File: config.mk
export PLATFORM = sky130hd
export DESIGN_NAME = vga_pos_fetch
export DESIGN_NICKNAME = d
export VERILOG_FILES = /design/src/rtl/vga_pos_fetch.sv
export SDC_FILE = /design/constraint.sdc
export NUM_CORES = 1
export LEC_CHECK = 0
export BUFFER_PORTS_ARGS = -buffer_cell sky130_fd_sc_hd__clkbuf_2
export CORE_AREA = 4 4 182 184
export CTS_CLUSTER_SIZE = 20
export DETAILED_ROUTE_END_ITERATION = 12
export DIE_AREA = 0 0 186 188
export SLEW_MARGIN = 10
export SYNTH_ARGS = -nofsm -noshare
export SYNTH_HDL_FRONTEND = slang
export SYNTH_SLANG_ARGS = --single-unit
File: constraint.sdc
create_clock -name clk_50MHz -period 2.1 [get_ports clk_50MHz]
set_clock_uncertainty 0.1 [all_clocks]
set_input_delay 0.42 -clock clk_50MHz [delete_from_list [all_inputs] [get_ports clk_50MHz]]
set_output_delay 0.42 -clock clk_50MHz [all_outputs]
set_load 0.02 [all_outputs]
File: src/rtl/vga_pos_fetch.sv
// Once per frame, at the synchronized falling edge of v_sync, reads six sprite positions
// from the CPU mailbox and commits them to the renderer as one atomic set.
module vga_pos_fetch #(
  parameter int unsigned ADDR_W = 16,
  parameter int unsigned DATA_W = 16,
  parameter int unsigned RD_LAT = 1,
  parameter int unsigned MX     = 6000,
  parameter int unsigned MY     = 6004,
  parameter int unsigned P1X    = 6008,
  parameter int unsigned P1Y    = 6012,
  parameter int unsigned P2X    = 6016,
  parameter int unsigned P2Y    = 6020
) (
  input  logic              clk_50MHz,
  input  logic              clear,
  input  logic              v_sync,
  output logic              mem_req,
  output logic [ADDR_W-1:0] mem_addr,
  input  logic              mem_gnt,
  input  logic [DATA_W-1:0] mem_rd_data,
  output logic [DATA_W-1:0] mx,
  output logic [DATA_W-1:0] my,
  output logic [DATA_W-1:0] p1x,
  output logic [DATA_W-1:0] p1y,
  output logic [DATA_W-1:0] p2x,
  output logic [DATA_W-1:0] p2y,
  output logic              frame_valid,
  output logic              busy,
  output logic              overrun
);

  typedef enum logic [1:0] {S_IDLE, S_REQ, S_WAIT, S_COMMIT} state_t;

  state_t              r_state;
  state_t              w_next;
  logic                r_vs_meta;
  logic                r_vs_sync;
  logic                r_vs_prev;
  logic                w_trig;
  logic [2:0]          r_idx;
  logic [2:0]          r_cnt;
  logic                w_last;
  logic [ADDR_W-1:0]   w_addr;
  logic [DATA_W-1:0]   r_shadow [6];

  // Sync flops idle high so leaving reset never looks like a v_sync fall.
  always_ff @(posedge clk_50MHz) begin
    if (clear) begin
      r_vs_meta <= 1'b1;
      r_vs_sync <= 1'b1;
      r_vs_prev <= 1'b1;
    end else begin
      r_vs_meta <= v_sync;
      r_vs_sync <= r_vs_meta;
      r_vs_prev <= r_vs_sync;
    end
  end

  assign w_trig = r_vs_prev & ~r_vs_sync;
  assign w_last = (r_cnt == 3'd1);
  assign busy   = (r_state != S_IDLE);

  always_comb begin
    w_addr = ADDR_W'(MX);
    case (r_idx)
      3'd1:    w_addr = ADDR_W'(MY);
      3'd2:    w_addr = ADDR_W'(P1X);
      3'd3:    w_addr = ADDR_W'(P1Y);
      3'd4:    w_addr = ADDR_W'(P2X);
      3'd5:    w_addr = ADDR_W'(P2Y);
      default: w_addr = ADDR_W'(MX);
    endcase
  end

  always_ff @(posedge clk_50MHz) begin
    if (clear) r_state <= S_IDLE;
    else       r_state <= w_next;
  end

  always_comb begin
    w_next   = r_state;
    mem_req  = 1'b0;
    mem_addr = '0;
    case (r_state)
      S_IDLE: if (w_trig) w_next = S_REQ;
      S_REQ: begin
        mem_req  = 1'b1;
        mem_addr = w_addr;
        if (mem_gnt) w_next = S_WAIT;
      end
      S_WAIT:   if (w_last) w_next = (r_idx == 3'd5) ? S_COMMIT : S_REQ;
      S_COMMIT: w_next = S_IDLE;
      default:  w_next = S_IDLE;
    endcase
  end

  always_ff @(posedge clk_50MHz) begin
    if (clear) begin
      r_idx       <= '0;
      r_cnt       <= '0;
      overrun     <= 1'b0;
      frame_valid <= 1'b0;
      mx  <= '0;
      my  <= '0;
      p1x <= '0;
      p1y <= '0;
      p2x <= '0;
      p2y <= '0;
      for (int unsigned i = 0; i < 6; i++) r_shadow[i] <= '0;
    end else begin
      // A trigger while a fetch (including its commit cycle) is running is dropped.
      if (w_trig && r_state != S_IDLE) overrun <= 1'b1;
      case (r_state)
        S_IDLE: if (w_trig) r_idx <= '0;
        S_REQ:  if (mem_gnt) r_cnt <= 3'(RD_LAT);
        S_WAIT: begin
          r_cnt <= r_cnt - 3'd1;
          if (w_last) begin
            r_shadow[r_idx] <= mem_rd_data;
            if (r_idx != 3'd5) r_idx <= r_idx + 3'd1;
          end
        end
        S_COMMIT: begin
          mx  <= r_shadow[0];
          my  <= r_shadow[1];
          p1x <= r_shadow[2];
          p1y <= r_shadow[3];
          p2x <= r_shadow[4];
          p2y <= r_shadow[5];
          frame_valid <= 1'b1;
        end
        default: ;
      endcase
    end
  end

endmodule
==> impl_metrics.toml, run 1 <==
[worst_setup_path]
worst_path_most_repeated_cell = "nor2_4"
cp-endpoint = "mem_addr[6]"
critPathMaxStageDelay_ps = 390
r2r-start = "r_cnt[1]"
worstPathRequired_ps = 1580
cp_max_fo = 4
reg2reg_to = "r_shadow[3][11]"
crit_start = "r_idx[1]"
reg2reg_slack_ps = 150
path_buf_inv = 2
start_kind = "flip-flop"
path_cells = "inv_4, ha_4, o21ai_4, nor2_4, nor2_4, buf_8"
crit_family = "flip-flops"
crit_cells = 6
critical_path_class = "reg -> out"
slowest_stage = "dfxtp_4"
crit_path_end_kind = "output port"
worst_r2r_path_depth = 7
arrival_ps = 1690

[timing]
tightest_slew_ps = 581
fin_crit_ps = 2210
max-slew-margin-rel_pct = 61.2
rsz0062_at_grt = "true"
setup_viol = 5
min_period_over_period_pct = 105
finalHoldViolCount = 0
whs_ps = 161
slew_viol_final = 0
fin_ws_ps = -109
max_freq_mhz = 453

[min_path]
hold_path.class = "in -> reg"

[global_routing]
grt_pass1_vias = 5388
grt_usage_pct = 12.0
grt_antenna_before_repair = 5
grt_pass1_wl_um = 32300
grt-ovfl-total = 0
grt_max_degree = 47

[detailed_routing]
wl_met3_um = 1190
avgRoutedWirePerCell_um = 16.6
drtIter0Drc = 335
highest_layer = "met4"
vias_per_cell = 4.16
drt-total-wl_um = 21300
routedLengthMet1_um = 9810
wl_met2_um = 9760
drtPass1Iterations = 4
drtAntennaViolNets = 0
dr_total_vias = 5331
post-route-drc-count = 0

[synthesis]
yosysTopAreaCell = "edfxtp_1"
syn_area_mm2 = 0.00780
synth_top_area_share_pct = 36.9
yosysSeqAreaShare_pct = 64.9
synthSimpleGateAreaFrac_pct = 21.2
syn_avg_cell_area_um2 = 10.7
synth_edf_count = 96
synthMuxAreaShare_pct = 0.513
ys_warn_count = 0
post_synth_fa_ha_maj_area_fraction_pct = 1.12
ys_ff_latch = 205
synth_xor_area_share_pct = 0.112
synthCells = 727
synth_top_family_by_area = "simple AND/OR/NAND/NOR gates"
async_reset_ff_share_pct = 0
synthFlopType = "dfxtp_1"
synth-compound-area-share_pct = 7.50
ys_top_cells_by_area = "edfxtp_1 (37%), dfxtp_1 (28%), nand2_1 (9.5%), and2_1 (7.9%), a21oi_1 (6.5%)"
synth_cell_types = 33

[clock_tree]
path_clk_slew_ps = 60
numCtsBuffers = 24
clk_latency_ps = 510
cts_root_buf = "clkbuf_16"
clk_path_buf_depth = 3
cts_tree = "done"
h-tree-depth = 1
cts_sinks = 205

[status]
status = "complete, but fails checks"
violations = "negative setup slack"

[finish]
fillers = 3237
syn_to_final_growth_pct = 27.6
final_util_pct = 31.7
final_nets = 889
diodes = 0
drive_above_1_share_pct = 26.4

[flow_run]
maxCapViolCount = 0

[power_and_ir_drop]
ir_worst_vdd_v = 0.000498
leakagePower_nw = 3.82
power_density_mw_per_mm2 = 868

[floorplanning]
initial_core_util_pct = 24.9
die-area_mm2 = 0.0350
ios = 136
die_w_um = 186
row_count = 65
coreArea_mm2 = 0.0314
dieHeight_um = 188

[placed_design]
numPortBuffers = 129
place_congestion = 0.731
dp_hpwl_um = 14100
-- registers in the layout (all words and copies together), names as in the netlist --
name	count
p2x	16
p2y	16
overrun	1
r_cnt	3
r_state	2
r_idx	3
my	16
r_shadow	96
p1y	16
r_vs_prev	1
frame_valid	1
r_vs_meta	1
mx	16
r_vs_sync	1
p1x	16
-- worst min-delay path, stage by stage --
cell	delay, ps
clkbuf_2	100
nand3b_1	130
a21oi_1	70
-- per-stage QoR --
step | cell area [um^2] | power (W) | std cells | setup TNS, ps | setup slack (ps)
final | 9960 | 0.00864 | 1282 | -414 | -109
after global routing | 9960 | 0.00894 | 1282 | -870 | -200
after CTS | 9870 | 0.00876 | 1281 | -747 | -133
after detailed placement | 8940 | 0.00463 | 1232 | 0 | 54.9
after global placement | 8940 | 0.00463 | 1232 | 0 | 49.9
after floorplan | 7830 | 0.00449 | 732 | 0 | 3.50
-- final cells by class --
type                            count  area, um^2  area share, %
Clock inverter                     12         113           1.13
Timing Repair Buffer              159        1010           10.2
Clock buffer                       32         672           6.75
Sequential cell                   205        5070           51.0
Multi-Input combinational cell    464        2540           25.5
Tap cell                          402         503           5.05
Inverter                            8        40.0          0.402
-- cells by family (layout without fill, tap and decap cells) --
| kind of cell | count (synthesis) | in the layout |
|---|---|---|
| AOI/OAI and AO/OA | 111 | 111 |
| xor gates and xnor gates | 1 | 1 |
| adders and majority gates | 7 | 7 |
| buffers and inverters | 64 | 211 |
| DFF | 205 | 205 |
| muxes | 4 | 4 |
| other | 1 | 6 |
| and+or+nand+nor | 334 | 335 |
-- where the power goes --
part / switching (W) / internal, W / total [W] / leakage [nW]
clock network: 0.00161 / 0.00249 / 0.00409 / 0.375
registers: 0.0000261 / 0.00424 / 0.00427 / 1.87
logic: 0.000203 / 0.0000789 / 0.000282 / 1.58
total: 0.00184 / 0.00681 / 0.00864 / 3.82
-- cells in the final DEF, fill, tap and decap left out, types with 3 or more instances in the layout --
cell,n
nor2_1,8
clkbuf_16,25
clkbuf_2,121
buf_6,3
mux2i_1,4
nand2b_1,5
or2_4,4
nor4_4,4
conb_1,6
inv_1,4
a21oi_1,100
edfxtp_1,96
and2_1,97
ha_4,4
or2_2,6
buf_12,7
nor2_4,3
ha_1,3
buf_4,23
nand2_1,196
buf_8,3
clkinvlp_4,3
clkbuf_1,5
dfxtp_1,106
clkinv_1,4
clkinv_2,3
-- repair_timing --
action                                 4_1_cts  5_1_grt
pin swaps                                    4        4
hold buffers                                 1        0
endpoints found under the hold margin        1        0
setup endpoints to repair                   11       91
buffers inserted                             4        1
gates cloned                                 0        1
gates resized for setup                     28       27
-- cells in the mapped netlist (2+ instances only) --
cell type    n
nand3b_1     2
ha_1         7
edfxtp_1    96
nand2_1    197
buf_1        5
buf_6        8
mux2i_1      4
inv_1        7
and2_1      98
buf_2        7
nor2_1      12
buf_4       12
a21oi_1    101
nand2b_1     6
clkbuf_1    24
a31oi_1      2
dfxtp_1    109
nor4_4       4
nor2b_1      2
or2_2        9
o21ai_0      3
-- metal layers --
metal	GRT usage, %	vias to the layer above
li1	-	2661
met1	16.6	2500
met2	19.2	137
met3	2.19	33
met4	3.31	0
met5	0	-
-- how the worst min path moves through the flow --
stage                   start         end  slack, ps  cells after the start
global route          mem_gnt  r_state[1]        180                      3
finish                mem_gnt    r_cnt[0]        160                      3
CTS                   mem_gnt    r_cnt[0]        140                      3
detailed placement  r_vs_meta   r_vs_sync        300                      1
floorplan           r_vs_meta   r_vs_sync        290                      1
global placement    r_vs_meta   r_vs_sync        290                      1
Note: power is estimated with default switching activity, not from simulation.
==> inputs of run 2 (changes only) <==
--- a/config.mk
+++ b/config.mk
@@ -10,6 +10,7 @@
 export CTS_CLUSTER_SIZE = 20
 export DETAILED_ROUTE_END_ITERATION = 12
 export DIE_AREA = 0 0 186 188
+export PLACE_DENSITY = 0.45
 export SLEW_MARGIN = 10
 export SYNTH_ARGS = -nofsm -noshare
 export SYNTH_HDL_FRONTEND = slang
==> impl_metrics.toml, run 2 (synthesis gave the netlist of run 1 again) <==
[timing]
setup_viol = 6
tightest_slew_ps = 602
max-slew-margin-rel_pct = 59.9
finalHoldViolCount = 0
slew_viol_final = 0
fin_crit_ps = 2310
rsz0062_at_grt = "true"
fin_ws_ps = -207
max_freq_mhz = 433
min_period_over_period_pct = 110

[floorplanning]
dieHeight_um = 188
die_w_um = 186
die-area_mm2 = 0.0350
coreArea_mm2 = 0.0314
initial_core_util_pct = 24.9
row_count = 65
ios = 136

[clock_tree]
cts_sinks = 205
clk_path_buf_depth = 3
cts_root_buf = "clkbuf_16"
clk_latency_ps = 510
h-tree-depth = 1
cts_tree = "done"
path_clk_slew_ps = 60
numCtsBuffers = 24

[finish]
drive_above_1_share_pct = 25.8
seq_area_mm2 = 0.00507
final-instance-count-excl-fill = 1280
syn_to_final_growth_pct = 27.4
fillers = 3294
top_register = "r_shadow"
final_common_cell = "nand2_1"
layout_common_cells = "nand2_1 (196), clkbuf_2 (122), dfxtp_1 (106), a21oi_1 (100), and2_1 (97)"
largest_reg_flops = 96
multi_input_area_mm2 = 0.00252
final_cell_area_mm2 = 0.00994
final_nets = 886

[global_routing]
grt_usage_pct = 12.4
grt-ovfl-total = 0
grt_pass1_wl_um = 33200
grt_antenna_before_repair = 1
grt_pass1_vias = 5380
grt_max_degree = 121

[worst_setup_path]
reg2reg_to = "r_shadow[2][15]"
critical_path_class = "reg -> out"
worst_r2r_path_depth = 5
arrival_ps = 1790
cp_max_fo = 4
reg2reg_slack_ps = 220
start_kind = "flip-flop"
worstPathRequired_ps = 1580
r2r-start = "r_cnt[0]"
crit_path_end_kind = "output port"

[placed_design]
place_congestion = 0.716
dpl_cell_area_mm2 = 0.00890
dp_hpwl_um = 13800
dp_cells = 1226
numPortBuffers = 129

[min_path]
hp-start = "mem_gnt"
hold_end = "r_state[1]"
hold_path.class = "in -> reg"
hold_path_depth = 3

[detailed_routing]
drtAntennaViolNets = 0
vias_per_cell = 4.13
avgRoutedWirePerCell_um = 17.2
drt-total-wl_um = 22000
post-route-drc-count = 0
dr_total_vias = 5283
drtPass1Iterations = 4
drtIter0Drc = 298

[status]
violations = "negative setup slack"
status = "complete, but fails checks"

[power_and_ir_drop]
power_density_mw_per_mm2 = 876
leakagePower_nw = 3.83
ir_worst_vdd_v = 0.000450

[flow_run]
maxCapViolCount = 0
## run 2: cell types whose count changed in the layout (fill, tap and decap cells not counted), moves of 3 or more
cell      delta
buf_8        -3
clkbuf_1     +6
clkbuf_8     +7
clkinv_1     -4
clkinv_2     -3
## run 2: how the worst max path moves through the flow
stage	startpoint	to	depth (start not counted)
5_1_grt	r_idx[1]	mem_addr[6]	6
2_1_floorplan	r_idx[0]	mem_addr[5]	6
4_1_cts	r_idx[1]	mem_addr[4]	6
3_3_place_gp	clear	r_shadow[2][12]	4
6_report	r_idx[1]	mem_addr[6]	6
3_5_place_dp	r_cnt[0]	r_shadow[2][10]	5
## run 2: metrics by stage
| step | hold slack [ps] | setup TNS (ps) | util [%] | total power, W | worst slack, ps |
|---|---|---|---|---|---|
| detailed placement | 297 | 0 | 28.4 | 0.00462 | 64.2 |
| CTS | 129 | -1040 | 31.2 | 0.00884 | -175 |
| global route | 170 | -1410 | 31.7 | 0.00904 | -293 |
| finish | 147 | -963 | 31.7 | 0.00871 | -207 |
| global placement | 296 | 0 | 28.4 | 0.00462 | 68.9 |
| floorplan | 289 | 0 | - | 0.00449 | 3.50 |
## run 2: area by class of cell
class                      count  area share [%]
timing repair buffer         157            10.1
multi-input combinational    463            25.3
inverter                       8           0.365
clock inverter                 1           0.302
tap                          402            5.06
clock buffer                  43            7.79
sequential                   205            51.0
antenna                        1          0.0252
## run 2: worst max-delay path: stages (launching register included)
cell	delay, ps
dfxtp_4	380
clkinvlp_4	150
ha_4	200
o21ai_4	170
nor2_2	80
nor2_4	140
clkbuf_8	160
## run 2: what timing repair did
action,4_1_cts,5_1_grt
endpoints found under the setup margin,11,75
endpoints found under the hold margin,1,0
gates resized for setup,19,26
setup buffers,3,6
gates cloned,0,0
pin swaps,2,4
hold buffers,1,0
## run 2: where the power goes
group	internal (W)	total (W)	switching, W
clock network	0.00260	0.00417	0.00158
registers	0.00424	0.00426	0.0000240
logic	0.0000709	0.000274	0.000203
total	0.00691	0.00871	0.00180
## run 2: layer usage
layer / vias up / share of wire [%] / GRT usage [%]
met1: 2485 / 47 / 17.2
met2: 116 / 47 / 19.8
met3: 29 / 4.5 / 2.52
li1: 2653 / - / -
met4: 0 / 1.8 / 2.80
met5: - / 0 / 0
